<file path="config.mk">
export PLATFORM = sky130hd
export DESIGN_NAME = pipe_hazard_ctrl
export DESIGN_NICKNAME = d
export VERILOG_FILES = /design/src/rtl/pipe_pkg.sv /design/src/rtl/fwd_mux_sel.sv /design/src/rtl/pipe_hazard_ctrl.sv
export SDC_FILE = /design/constraint.sdc
export NUM_CORES = 1
export LEC_CHECK = 0
export CORE_MARGIN = 3
export CORE_UTILIZATION = 42
export DETAILED_ROUTE_END_ITERATION = 8
export HOLD_SLACK_MARGIN = 0.12
export PLACE_DENSITY = 0.83
export SYNTH_ARGS = -nofsm -noshare
export SYNTH_HDL_FRONTEND = slang
export SYNTH_SLANG_ARGS = --single-unit
</file>
<file path="constraint.sdc">
create_clock -name clk -period 3.15 [get_ports clk]
set_input_delay 0.63 -clock clk [delete_from_list [all_inputs] [get_ports clk]]
set_output_delay 0.63 -clock clk [all_outputs]
set_load 0.02 [all_outputs]
</file>
<file path="src/rtl/pipe_pkg.sv">
// Shared types and constants for the five-stage pipeline hazard/control unit.
package pipe_pkg;

    localparam logic [2:0] OP_HALT = 3'b111;
    localparam logic [2:0] OP_LDR  = 3'b011;

    typedef enum logic [1:0] {
        FWD_RF  = 2'b00,
        FWD_WB  = 2'b01,
        FWD_MEM = 2'b10
    } fwd_sel_t;

    typedef enum logic [1:0] {
        RUN    = 2'd0,
        DRAIN  = 2'd1,
        HALTED = 2'd2
    } haz_state_t;

endpackage

</file>
<file path="src/rtl/fwd_mux_sel.sv">
// Per-operand match and forwarding select; one instance per source register.
// Forwarding select is active only when HAZ_FORWARD_EN is defined.
module fwd_mux_sel
    import pipe_pkg::*;
#(
    parameter int REG_AW      = 3,
    parameter int ZERO_REG_RO = 1
) (
    input  logic [REG_AW-1:0] src,
    input  logic              used,
    input  logic [REG_AW-1:0] ex_rd,
    input  logic              ex_wr,
    input  logic [REG_AW-1:0] mem_rd,
    input  logic              mem_wr,
    input  logic [REG_AW-1:0] wb_rd,
    input  logic              wb_wr,
    output logic              match_ex,
    output logic              match_mem,
    output fwd_sel_t          sel
);

    logic src_ok;
    logic match_wb;

    // r0 is hard-wired, so a write to it never produces a value worth waiting for.
    assign src_ok    = used && ((ZERO_REG_RO == 0) || (src != '0));
    assign match_ex  = src_ok && ex_wr  && (ex_rd  == src);
    assign match_mem = src_ok && mem_wr && (mem_rd == src);
    assign match_wb  = src_ok && wb_wr  && (wb_rd  == src);

`ifdef HAZ_FORWARD_EN
    // NOTE: default first, then overrides, so no path leaves sel unassigned (no latch).
    always_comb begin
        sel = FWD_RF;
        if (match_mem) begin
            sel = FWD_MEM;
        end else if (match_wb) begin
            sel = FWD_WB;
        end
    end
`else
    logic unused_wb;
    assign sel       = FWD_RF;
    assign unused_wb = match_wb;
`endif

endmodule

</file>
<file path="src/rtl/pipe_hazard_ctrl.sv">
// Hazard and pipeline-control unit: forwarding, load-use bubbles, branch flush, halt FSM.
// Build option: HAZ_FORWARD_EN enables operand forwarding; otherwise EX/MEM matches stall.
module pipe_hazard_ctrl
    import pipe_pkg::*;
#(
    parameter int REG_AW      = 3,
    parameter int MEM_LAT     = 1,
    parameter int DRAIN_CYC   = 3,
    parameter int ZERO_REG_RO = 1
) (
    input  logic              clk,
    input  logic              reset_n,
    input  logic [REG_AW-1:0] id_rs,
    input  logic [REG_AW-1:0] id_rt,
    input  logic              id_rs_used,
    input  logic              id_rt_used,
    input  logic [2:0]        id_opcode,
    input  logic [REG_AW-1:0] ex_rd,
    input  logic              ex_wr,
    input  logic              ex_load,
    input  logic [REG_AW-1:0] mem_rd,
    input  logic              mem_wr,
    input  logic [REG_AW-1:0] wb_rd,
    input  logic              wb_wr,
    input  logic              ex_br_taken,
    input  logic              resume,
    output logic [1:0]        fwd_a,
    output logic [1:0]        fwd_b,
    output logic              stall,
    output logic              pc_load,
    output logic              flush_if_id,
    output logic              flush_id_ex,
    output logic              halted
);

    localparam int DC_W = (DRAIN_CYC > 2) ? $clog2(DRAIN_CYC) : 1;

    haz_state_t      state_q, state_d;
    logic [2:0]      lu_cnt_q, lu_cnt_d;
    logic [DC_W-1:0] drain_cnt_q, drain_cnt_d;

    logic     a_ex, a_mem, b_ex, b_mem;
    fwd_sel_t sel_a, sel_b;
    logic     lu_trig, lu_busy, raw_stall;

    fwd_mux_sel #(.REG_AW(REG_AW), .ZERO_REG_RO(ZERO_REG_RO)) u_fwd_rs (
        .src(id_rs), .used(id_rs_used),
        .ex_rd(ex_rd), .ex_wr(ex_wr), .mem_rd(mem_rd), .mem_wr(mem_wr),
        .wb_rd(wb_rd), .wb_wr(wb_wr),
        .match_ex(a_ex), .match_mem(a_mem), .sel(sel_a)
    );

    fwd_mux_sel #(.REG_AW(REG_AW), .ZERO_REG_RO(ZERO_REG_RO)) u_fwd_rt (
        .src(id_rt), .used(id_rt_used),
        .ex_rd(ex_rd), .ex_wr(ex_wr), .mem_rd(mem_rd), .mem_wr(mem_wr),
        .wb_rd(wb_rd), .wb_wr(wb_wr),
        .match_ex(b_ex), .match_mem(b_mem), .sel(sel_b)
    );

    assign lu_trig = ex_load && (a_ex || b_ex);
    assign lu_busy = (lu_cnt_q != '0) || lu_trig;

`ifdef HAZ_FORWARD_EN
    assign raw_stall = 1'b0;
`else
    assign raw_stall = a_ex || a_mem || b_ex || b_mem;
`endif

    always_comb begin
        state_d     = state_q;
        lu_cnt_d    = lu_cnt_q;
        drain_cnt_d = drain_cnt_q;
        fwd_a       = sel_a;
        fwd_b       = sel_b;
        stall       = 1'b0;
        pc_load     = 1'b1;
        flush_if_id = 1'b0;
        flush_id_ex = 1'b0;
        halted      = 1'b0;

        if (!reset_n) begin
            // Outputs show reset values at once, whatever the inputs claim.
            fwd_a = FWD_RF;
            fwd_b = FWD_RF;
        end else if (ex_br_taken && (state_q != HALTED)) begin
            flush_if_id = 1'b1;
            flush_id_ex = 1'b1;
            lu_cnt_d    = '0;
            drain_cnt_d = '0;
            state_d     = RUN;
        end else begin
            unique case (state_q)
                DRAIN: begin
                    stall       = 1'b1;
                    pc_load     = 1'b0;
                    flush_id_ex = 1'b1;
                    if (drain_cnt_q <= DC_W'(1)) begin
                        drain_cnt_d = '0;
                        state_d     = HALTED;
                    end else begin
                        drain_cnt_d = drain_cnt_q - DC_W'(1);
                    end
                end
                HALTED: begin
                    halted      = 1'b1;
                    flush_id_ex = 1'b1;
                    if (resume) begin
                        // Restart fetch and squash the HALT still sitting in IF_ID.
                        flush_if_id = 1'b1;
                        state_d     = RUN;
                    end else begin
                        stall   = 1'b1;
                        pc_load = 1'b0;
                    end
                end
                default: begin
                    if (lu_busy) begin
                        stall       = 1'b1;
                        pc_load     = 1'b0;
                        flush_id_ex = 1'b1;
                        lu_cnt_d    = (lu_cnt_q != '0) ? lu_cnt_q - 3'd1 : 3'(MEM_LAT - 1);
                    end else if (id_opcode == OP_HALT) begin
                        // The detection cycle counts as the first drain cycle.
                        stall       = 1'b1;
                        pc_load     = 1'b0;
                        flush_id_ex = 1'b1;
                        drain_cnt_d = DC_W'(DRAIN_CYC - 1);
                        state_d     = (DRAIN_CYC <= 1) ? HALTED : DRAIN;
                    end else if (raw_stall) begin
                        stall       = 1'b1;
                        pc_load     = 1'b0;
                        flush_id_ex = 1'b1;
                    end
                end
            endcase
        end
    end

    // NOTE: state flops use non-blocking assignments so every register samples pre-edge values.
    always_ff @(posedge clk or negedge reset_n) begin
        if (!reset_n) begin
            state_q     <= RUN;
            lu_cnt_q    <= '0;
            drain_cnt_q <= '0;
        end else begin
            state_q     <= state_d;
            lu_cnt_q    <= lu_cnt_d;
            drain_cnt_q <= drain_cnt_d;
        end
    end

endmodule

</file>
# Word level (Yosys, flattened, before mapping)

Index checks and enable logic that the tools add are counted.
W data, S select, Z words.

Word-level logic and storage cells: 85
Output and inout bits: 9
Bits in registers: 7

Magnitude comparators: 1
$add $sub $neg: 2
Equality and inequality tests: 14
Multiplexer cells: 38
Reductions and logical operators: 27

Operator list:

| cell                  | count |
|---|---|
| $mux W1               | 21 |
| $mux W2               | 9 |
| $eq A3 B3 Y1          | 4 |
| $logic_and A1 B1 Y1   | 12 |
| $mux W3               | 4 |
| $reduce_bool A3 Y1    | 4 |
| $pmux W2 S2           | 2 |
| $ne A3 B3 Y1 const B  | 2 |
| $logic_or A1 B1 Y1    | 5 |
| $reduce_and A5 Y1     | 1 |
| $ne A2 B2 Y1 const B  | 2 |
| $ne A4 B1 Y1 const B  | 1 |
| $pmux W1 S2           | 2 |
| $reduce_and A4 Y1     | 1 |
| $reduce_bool A4 Y1    | 1 |
| $eq A3 B3 Y1 const B  | 1 |
| $ne A3 B1 Y1 const B  | 1 |
| $reduce_and A3 Y1     | 1 |
| $sub A3 B1 Y3 const B | 1 |
| $eq A2 B1 Y1 const B  | 1 |
| $eq A2 B2 Y1 const B  | 1 |
| $le A2 B1 Y1 const B  | 1 |
| $ne A2 B1 Y1 const B  | 1 |
| $reduce_bool A2 Y1    | 1 |
| 2 further kinds       | 2 |

# Depth between registers and ports, before layout

Gate-level depths: netlist (run 1).

Depth in word-level cells: 13
Gate-level depth with buffers: 8

# By module

A second synthesis (run 1) with hierarchy kept.

Cells, all modules: 99
Area, all modules: 778.2 µm²

By module, submodules not included:

| module           | cells an instance | instances | seq. area each (µm²) | area each (µm²) |
|---|---|---|---|---|
| pipe_hazard_ctrl | 71                | 1         | 175.2                | 580.6 |
| fwd_mux_sel      | 14                | 2         | 0.0                  | 98.8 |

# Worst setup path after synthesis (run 1)

No wires, ideal clock.

Kind: input to output
Start: input id_rt[1]
End: output flush_id_ex
Data arrival time: 1694 ps
Stages: 5
Data required time: 2520 ps
Path buffers: 0
Path slack: 826 ps
Path through: or3_1 -> and4_4 -> a32oi_1 -> nand2_1 -> o21a_1

Cells in the longest elaborated chain, start to end: 12
Elaborated cells between the ends (all ways): 19

RTL lines:

| what                              | line                    | text |
|---|---|---|
| start, declared                   | pipe_hazard_ctrl.sv:14  | `input logic [REG_AW-1:0] id_rt,` |
| $reduce_bool A3 Y1                | fwd_mux_sel.sv:26       | `assign src_ok = used && ((ZERO_REG_RO == 0) \|\| (src != '0));` |
| $logic_and A1 B1 Y1               | fwd_mux_sel.sv:26       |  |
| $logic_and A1 B1 Y1 (2 in series) | fwd_mux_sel.sv:27       | `assign match_ex = src_ok && ex_wr && (ex_rd == src);` |
| $logic_or A1 B1 Y1 (2 in series)  | pipe_hazard_ctrl.sv:66  | `assign raw_stall = a_ex \|\| a_mem \|\| b_ex \|\| b_mem;` |
| $mux W1                           | pipe_hazard_ctrl.sv:129 | `end else if (raw_stall) begin` |
| $mux W1                           | pipe_hazard_ctrl.sv:122 | `end else if (id_opcode == OP_HALT) begin` |
| $mux W1 (*)                       | pipe_hazard_ctrl.sv:117 | `if (lu_busy) begin` |
| $mux W1 (*)                       | pipe_hazard_ctrl.sv:92  | `unique case (state_q)` |
| $mux W1 (*)                       | pipe_hazard_ctrl.sv:85  | `end else if (ex_br_taken && (state_q != HALTED)) begin` |
| $mux W1 (*)                       | pipe_hazard_ctrl.sv:81  | `if (!reset_n) begin` |
| end, declared                     | pipe_hazard_ctrl.sv:32  | `output logic flush_id_ex,` |

Every way passes the cells marked *; elsewhere a longest branch is shown, timed or not.

# Final worst setup path (run 1)

Start: input id_rt[1]
End: output pc_load

Cells in the longest elaborated chain, start to end: 12
Elaborated cells between the ends (all ways): 19

RTL lines:

| what                              | line                    | text |
|---|---|---|
| $reduce_bool A3 Y1                | fwd_mux_sel.sv:26       |  |
| $logic_and A1 B1 Y1               | fwd_mux_sel.sv:26       |  |
| $logic_and A1 B1 Y1 (2 in series) | fwd_mux_sel.sv:27       |  |
| $logic_or A1 B1 Y1 (2 in series)  | pipe_hazard_ctrl.sv:66  |  |
| $mux W1                           | pipe_hazard_ctrl.sv:129 |  |
| $mux W1                           | pipe_hazard_ctrl.sv:122 |  |
| $mux W1 (*)                       | pipe_hazard_ctrl.sv:117 |  |
| $pmux W1 S2 (*)                   | pipe_hazard_ctrl.sv:92  |  |
| $mux W1 (*)                       | pipe_hazard_ctrl.sv:85  |  |
| $mux W1 (*)                       | pipe_hazard_ctrl.sv:81  |  |
| end, declared                     | pipe_hazard_ctrl.sv:30  | `output logic pc_load,` |

Marks and branches as above.

==> flow_summary_export.csv, run 1 <==
group,metric,value,unit
power,power_leakage,0.502,nW
floorplanning,ios,37,
clocking,cts_resized,3,
yosys,synthTopCellsByCount,"xor2_1 (10), o21ai_0 (9), dfrtp_1 (7)",
yosys,synthesis.area,744,um^2
sta,finClkSkew,0.00856,ns
route,via_count,796,
worst_hold_path,whs_path_depth,2,
route,routed_via_density,5.01,
setup_path,crit_end,"pc_load",
yosys,syn_inst,93,
layout,nets,166,
yosys,synthTopCellsByArea,"dfrtp_1 (24%), xor2_1 (12%), o21ai_0 (6.1%)",
sta,hold_slack,0.509,ns
clocking,cts-root-buf,"clkbuf_4",
yosys,yosys_register_bits,7,
global_route,grt_pass1_vias,757,
floorplanning,core,1590,um^2
global_route,track_usage,20.2,%
power,finalPower,0.000456,W
clocking,tritoncts,"built",
sta,setup_ws,0.0906,ns
yosys,synth_area_leader_cell,"dfrtp_1",
setup_path,worstSetupPathType,"in -> out",
setup_path,critPathRequiredTime,2.52,ns
setup_path,path_delay_family,"buffers and inverters",
clocking,cts_hold_buf,0,
yosys,yosysUniqueCellTypes,36,
sta,setup_viol,0,
route,drc,0,
clocking,cts_buffer_depth,2,
setup_path,ff2ff_path_depth,7,
setup_path,regToRegEndpoint,"state_q[0]$_DFFE_PN0P_",
global_route,antenna_found_initial,0,
sta,rsz0062_at_grt,"false",
setup_path,crit_chain,"clkdlybuf4s50_1 > or3_1 > and4_4 > a32oi_2 > nand2_1 > o2111ai_1 > dlygate4sd2_1",
route,wl,2070,um
sta,max_clock_freq,327,MHz
yosys,synth_edf_count,0,
placed_design,place_ws,-0.217,ns
layout,final_core_util,72.6,%
global_route,overflow,0,
clocking,post_cts_buffers,0,
clocking,clkSlewWorstSetupHoldPaths,0.05,ns
clocking,cts_buffers,3,
sta,finalHoldViolCount,0,
setup_path,slowest_stage,"or3_1",
setup_path,rrSetupSlack,1.49,ns
route,drt_iter0_drc,9,
yosys,async_reset_ff_share,100,%
setup_path,worst-path-buf-inv,2,
run,cap_viol_max_count,0,
layout,fin_area,1160,um^2
layout,area_delta_synth_final,55.5,%
floorplanning,initial_core_util,46.7,%
sta,fin_crit,3.06,ns
status,status,"complete, no violations",
setup_path,critPathCaptureType,"primary output",
placed_design,dpl_cell_area,1130,um^2
worst_hold_path,hold_class,"reg -> reg",
placed_design,gp_congestion,0.752,
yosys,synth_top_area_share,23.5,%
floorplanning,die_w,48.1,um
setup_path,cp-startpoint,"id_rt[1]",
setup_path,arrival,2.43,ns
placed_design,dp_hpwl,1800,um
layout,n_antenna_cell,0,
setup_path,cp-start-kind,"input pin",
yosys,syn-mean-instance-area,8.00,um^2
floorplanning,die_area,2310,um^2
yosys,synth-main-ff-cell,"dfrtp_1",
route,drtPass1Iterations,2,
power,ir_drop,259,uV
setup_path,path_depth,7,
power,p_per_area,394,nW/um^2
setup_path,r2r_start,"state_q[1]$_DFFE_PN0P_",
setup_path,slowest_delay,0.42,ns
global_route,grt_first_pass_wirelength,3260,um
yosys,seq_area_frac_synth,23.5,%
route,wl_per_cell,13.0,um
setup_path,cp_max_fo,2,
yosys,yosysMostFrequentCell,"xor2_1",
placed_design,port_buffers,28,
clocking,htree_levels,1,
route,drt.antenna.violating_nets,0,
layout,drive_above_1_share,17.0,%
sta,maxSlewViolCount,0,
sta,min_period_over_period,97.1,%
yosys,ys_warn_count,0,
clocking,clock_latency,0.26,ns
clocking,cts.sinks,7,
global_route,grt_max_degree,14,
layout,fillCellCount,126,
floorplanning,fp.dieH,48.1,um
floorplanning,rows,14,
worst min-delay path, delay by kind of cell, from the launching register on:
| family | cells | cell delay [ns] |
|---|---|---|
| flops | 1 | 0.34 |
| compound gates | 2 | 0.13 |
cell families (layout without fill, tap and decap cells):
group           Yosys count  count (layout)  synth area share [%]
mux                       1               1                  1.34
compound gates           27              27                  25.4
fa+ha+maj                 2               2                  3.36
other cells               1               4                 0.504
buf+inv                  11              50                  7.56
simple gates             32              32                  24.2
xor+xnor                 12              12                  14.1
flops                     7               7                  23.5
metal layers:
metal	share of wire, %	vias to the layer above	global-route usage (%)
li1	-	415	-
met1	46	369	25.2
met2	51	10	34.6
met3	2.9	2	5.54
met4	0.68	0	4.84
met5	0	-	0
area by class of cell:
class                           count  area (um^2)  area share, %
Timing Repair Buffer               41          370           32.0
Multi-Input combinational cell     78          537           46.4
Clock buffer                        4         26.3           2.27
Tap cell                           24         30.0           2.59
Sequential cell                     7          175           15.1
Inverter                            5         18.8           1.62
sequential cells by signal, summed over array words and instances, names as in the netlist:
name,flops
lu_cnt_q,3
state_q,2
drain_cnt_q,2
stage by stage:
stage | std cells | TNS [ns]
CTS | 159 | 0
global route | 159 | 0
floorplan | 96 | 0
global placement | 155 | -0.481
finish | 159 | 0
detailed placement | 155 | -0.498
cells in the final DEF, fill, tap and decap left out, types with 2 or more instances in the layout:
cell type        Yosys  final
xnor2_1              2      2
dfrtp_1              7      7
buf_4                4     13
clkdlybuf4s50_1      0     25
a21oi_1              4      4
nand4_1              3      3
xor2_1              10     10
and2_1               4      4
nand2b_1             2      2
nor2b_1              2      2
ha_1                 2      2
conb_1               1      4
nand3_1              3      3
a21boi_0             2      2
o211ai_1             2      2
dlygate4sd2_1        0      2
o21ai_0              9      9
inv_1                5      5
nand2_1              5      5
nor4_1               2      2
clkbuf_4             0      3
nor2_1               4      4
worst min path at each step:
stage / end / start
after detailed placement: drain_cnt_q[0]$_DFFE_PN0P_ / drain_cnt_q[0]$_DFFE_PN0P_
after global placement: drain_cnt_q[0]$_DFFE_PN0P_ / drain_cnt_q[0]$_DFFE_PN0P_
final: drain_cnt_q[0]$_DFFE_PN0P_ / drain_cnt_q[0]$_DFFE_PN0P_
after CTS: drain_cnt_q[0]$_DFFE_PN0P_ / drain_cnt_q[0]$_DFFE_PN0P_
after global routing: drain_cnt_q[0]$_DFFE_PN0P_ / drain_cnt_q[0]$_DFFE_PN0P_
after floorplan: drain_cnt_q[0]$_DFFE_PN0P_ / reset_n
where the power goes:
part	switching (W)	internal, W	leakage (nW)
combinational	0.000137	0.000121	0.391
sequential	0.00000923	0.000103	0.0967
clock	0.0000371	0.0000486	0.0150
total	0.000183	0.000273	0.502
Power figures use the tool's default switching activity.
==> inputs of run 2 (changes only) <==
--- a/config.mk
+++ b/config.mk
@@ -7,9 +7,11 @@
 export LEC_CHECK = 0
 export CORE_MARGIN = 3
 export CORE_UTILIZATION = 42
+export CTS_CLUSTER_SIZE = 16
 export DETAILED_ROUTE_END_ITERATION = 8
 export HOLD_SLACK_MARGIN = 0.12
 export PLACE_DENSITY = 0.83
+export SLEW_MARGIN = 20
 export SYNTH_ARGS = -nofsm -noshare
 export SYNTH_HDL_FRONTEND = slang
 export SYNTH_SLANG_ARGS = --single-unit
==> results of run 2 <==
No change in the layout: final DEF, timing and power equal those of run 1.
==> inputs of run 3 (changes only) <==
--- a/config.mk
+++ b/config.mk
@@ -5,12 +5,14 @@
 export SDC_FILE = /design/constraint.sdc
 export NUM_CORES = 1
 export LEC_CHECK = 0
+export CELL_PAD_IN_SITES_DETAIL_PLACEMENT = 0
+export CELL_PAD_IN_SITES_GLOBAL_PLACEMENT = 2
 export CORE_MARGIN = 3
-export CORE_UTILIZATION = 42
+export CORE_UTILIZATION = 22
 export CTS_CLUSTER_SIZE = 16
 export DETAILED_ROUTE_END_ITERATION = 8
 export HOLD_SLACK_MARGIN = 0.12
-export PLACE_DENSITY = 0.83
+export PLACE_DENSITY_LB_ADDON = 0.1
 export SLEW_MARGIN = 20
 export SYNTH_ARGS = -nofsm -noshare
 export SYNTH_HDL_FRONTEND = slang
==> flow_summary_export.csv, run 3 (same netlist as run 1, synthesis figures left out) <==
group,metric,value,unit
status,status,"complete, no violations",
setup_path,arrival,2.39,ns
power,ir_drop,120,uV
run,cap_viol_max_count,0,
clocking,cts_buffer_depth,2,
layout,regMostFlops,"lu_cnt_q",
placed_design,dpl_cell_area,1140,um^2
route,wl,2110,um
route,drtPass1Iterations,4,
floorplanning,rows,20,
layout,n_antenna_cell,0,
clocking,cts.sinks,7,
sta,finalHoldViolCount,0,
placed_design,port_buffers,28,
route,wl_met2,1030,um
layout,final_common_cell,"clkdlybuf4s50_1",
setup_path,ff2ff_path_depth,8,
clocking,cts-root-buf,"clkbuf_4",
sta,fin_crit,3.02,ns
layout,nets,165,
route,met1_length,904,um
layout,fin_area,1180,um^2
clocking,tritoncts,"built",
floorplanning,fp.dieH,64.2,um
floorplanning,die_area,4120,um^2
setup_path,worstSetupPathType,"in -> out",
clocking,htree_levels,1,
layout,final_cell_mix,"clkdlybuf4s50_1 (25), buf_4 (12), xor2_1 (10), o21ai_0 (9), dfrtp_1 (7)",
route,met3_length,135,um
setup_path,critPathCaptureType,"primary output",
setup_path,cp-startpoint,"id_rt[1]",
worst_hold_path,hp-start,"drain_cnt_q[0]$_DFFE_PN0P_",
layout,largest_reg_flops,3,
placed_design,dp_hpwl,1830,um
global_route,track_usage,11.0,%
clocking,clkSlewWorstSetupHoldPaths,0.05,ns
sta,maxSlewViolCount,0,
sta,min_period_over_period,96.0,%
clocking,post_cts_buffers,0,
floorplanning,core,3130,um^2
power,p_per_area,389,nW/um^2
layout,fin_cells,178,
sta,finClkSkew,0.00609,ns
floorplanning,die_w,64.2,um
setup_path,cp_max_fo,2,
clocking,clock_latency,0.25,ns
setup_path,r2r_start,"state_q[0]$_DFFE_PN0P_",
power,power_leakage,0.499,nW
sta,max_clock_freq,331,MHz
route,drt_iter0_drc,58,
global_route,grt_first_pass_wirelength,3610,um
layout,drive_above_1_share,16.4,%
setup_path,critPathRequiredTime,2.52,ns
global_route,antenna_found_initial,0,
route,drt.antenna.violating_nets,0,
clocking,cts_buffers,3,
floorplanning,ios,37,
worst_hold_path,hold_class,"reg -> reg",
setup_path,cp-start-kind,"input pin",
layout,reg.largest.list,"lu_cnt_q (3), drain_cnt_q (2), state_q (2)",
route,drc,0,
worst_hold_path,whs_path_depth,2,
setup_path,rrSetupSlack,1.42,ns
sta,setup_viol,0,
floorplanning,initial_core_util,23.8,%
global_route,grt_max_degree,20,
global_route,grt_pass1_vias,835,
setup_path,regToRegEndpoint,"state_q[1]$_DFFE_PN0P_",
layout,area_delta_synth_final,58.0,%
route,via_count,817,
placed_design,gp_congestion,0.758,
global_route,overflow,0,
route,routed_via_density,4.59,
route,wl_per_cell,11.9,um
worst_hold_path,holdPathEnd,"drain_cnt_q[0]$_DFFE_PN0P_",
route,highest_layer,"met4",
placed_design,dpl.cell_count,174,
-- run 3: cell types whose count changed in the layout (fill, tap and decap cells not counted) --
cell | before | now
a211oi_1 | 1 | 0
a211oi_2 | 0 | 1
buf_4 | 13 | 12
clkdlybuf4s15_1 | 0 | 1
dlygate4sd2_1 | 2 | 1
nor3_1 | 1 | 2
nor3_2 | 1 | 0
-- run 3: area by class of cell --
type                            count  area, um^2
Fill cell                         333        1950
Multi-Input combinational cell     78         537
Timing Repair Buffer               40         364
Sequential cell                     7         175
Tap cell                           44        55.1
Clock buffer                        4        26.3
Inverter                            5        18.8
-- run 3: metrics by stage --
stage | TNS [ns] | worst slack [ns] | total power, W | hold slack (ns) | utilization, %
6_report | 0 | 0.127 | 0.000457 | 0.494 | 37.6
5_1_grt | -0.00356 | -0.00356 | 0.000499 | 0.542 | 37.6
4_1_cts | 0 | 0.0210 | 0.000459 | 0.501 | 37.5
3_5_place_dp | -0.581 | -0.270 | 0.000380 | 0.489 | 36.6
3_3_place_gp | -0.583 | -0.247 | 0.000376 | 0.473 | 36.6
2_1_floorplan | 0 | 0.826 | 0.000265 | 0.334 | -
-- run 3: layer usage --
layer / vias to the layer above / GRT usage, %
li1: 410 / -
met1: 370 / 12.6
met2: 33 / 19.6
met3: 4 / 2.11
met4: 0 / 4.75
met5: - / 0
-- run 3: worst max-delay path by stage --
stage	slack, ns	to	cells after the start
after floorplan	0.83	flush_id_ex	5
after global placement	-0.25	pc_load	7
after detailed placement	-0.27	pc_load	7
after CTS	0.02	flush_id_ex	7
after global routing	-0.004	pc_load	7
final	0.13	pc_load	7
-- run 3: timing repair --
item / in CTS / in global routing
endpoints found under the setup margin: 3 / 2
pin swaps: 0 / 1
gates resized for setup: 4 / 5
hold endpoints to repair: 0 / 0
hold buffers: 0 / 0
-- run 3: worst max-delay path: stages --
cell,delay [ns]
clkdlybuf4s50_1,0.42
or3_1,0.41
and4_4,0.20
a32oi_2,0.20
nand2_1,0.10
o2111ai_1,0.11
clkdlybuf4s15_1,0.32
-- run 3: power breakdown --
| group | switching [W] | total (W) | leakage, nW | internal [W] |
|---|---|---|---|---|
| registers | 0.00000875 | 0.000111 | 0.0967 | 0.000103 |
| clock network | 0.0000344 | 0.0000828 | 0.0150 | 0.0000484 |
| logic | 0.000140 | 0.000263 | 0.387 | 0.000123 |
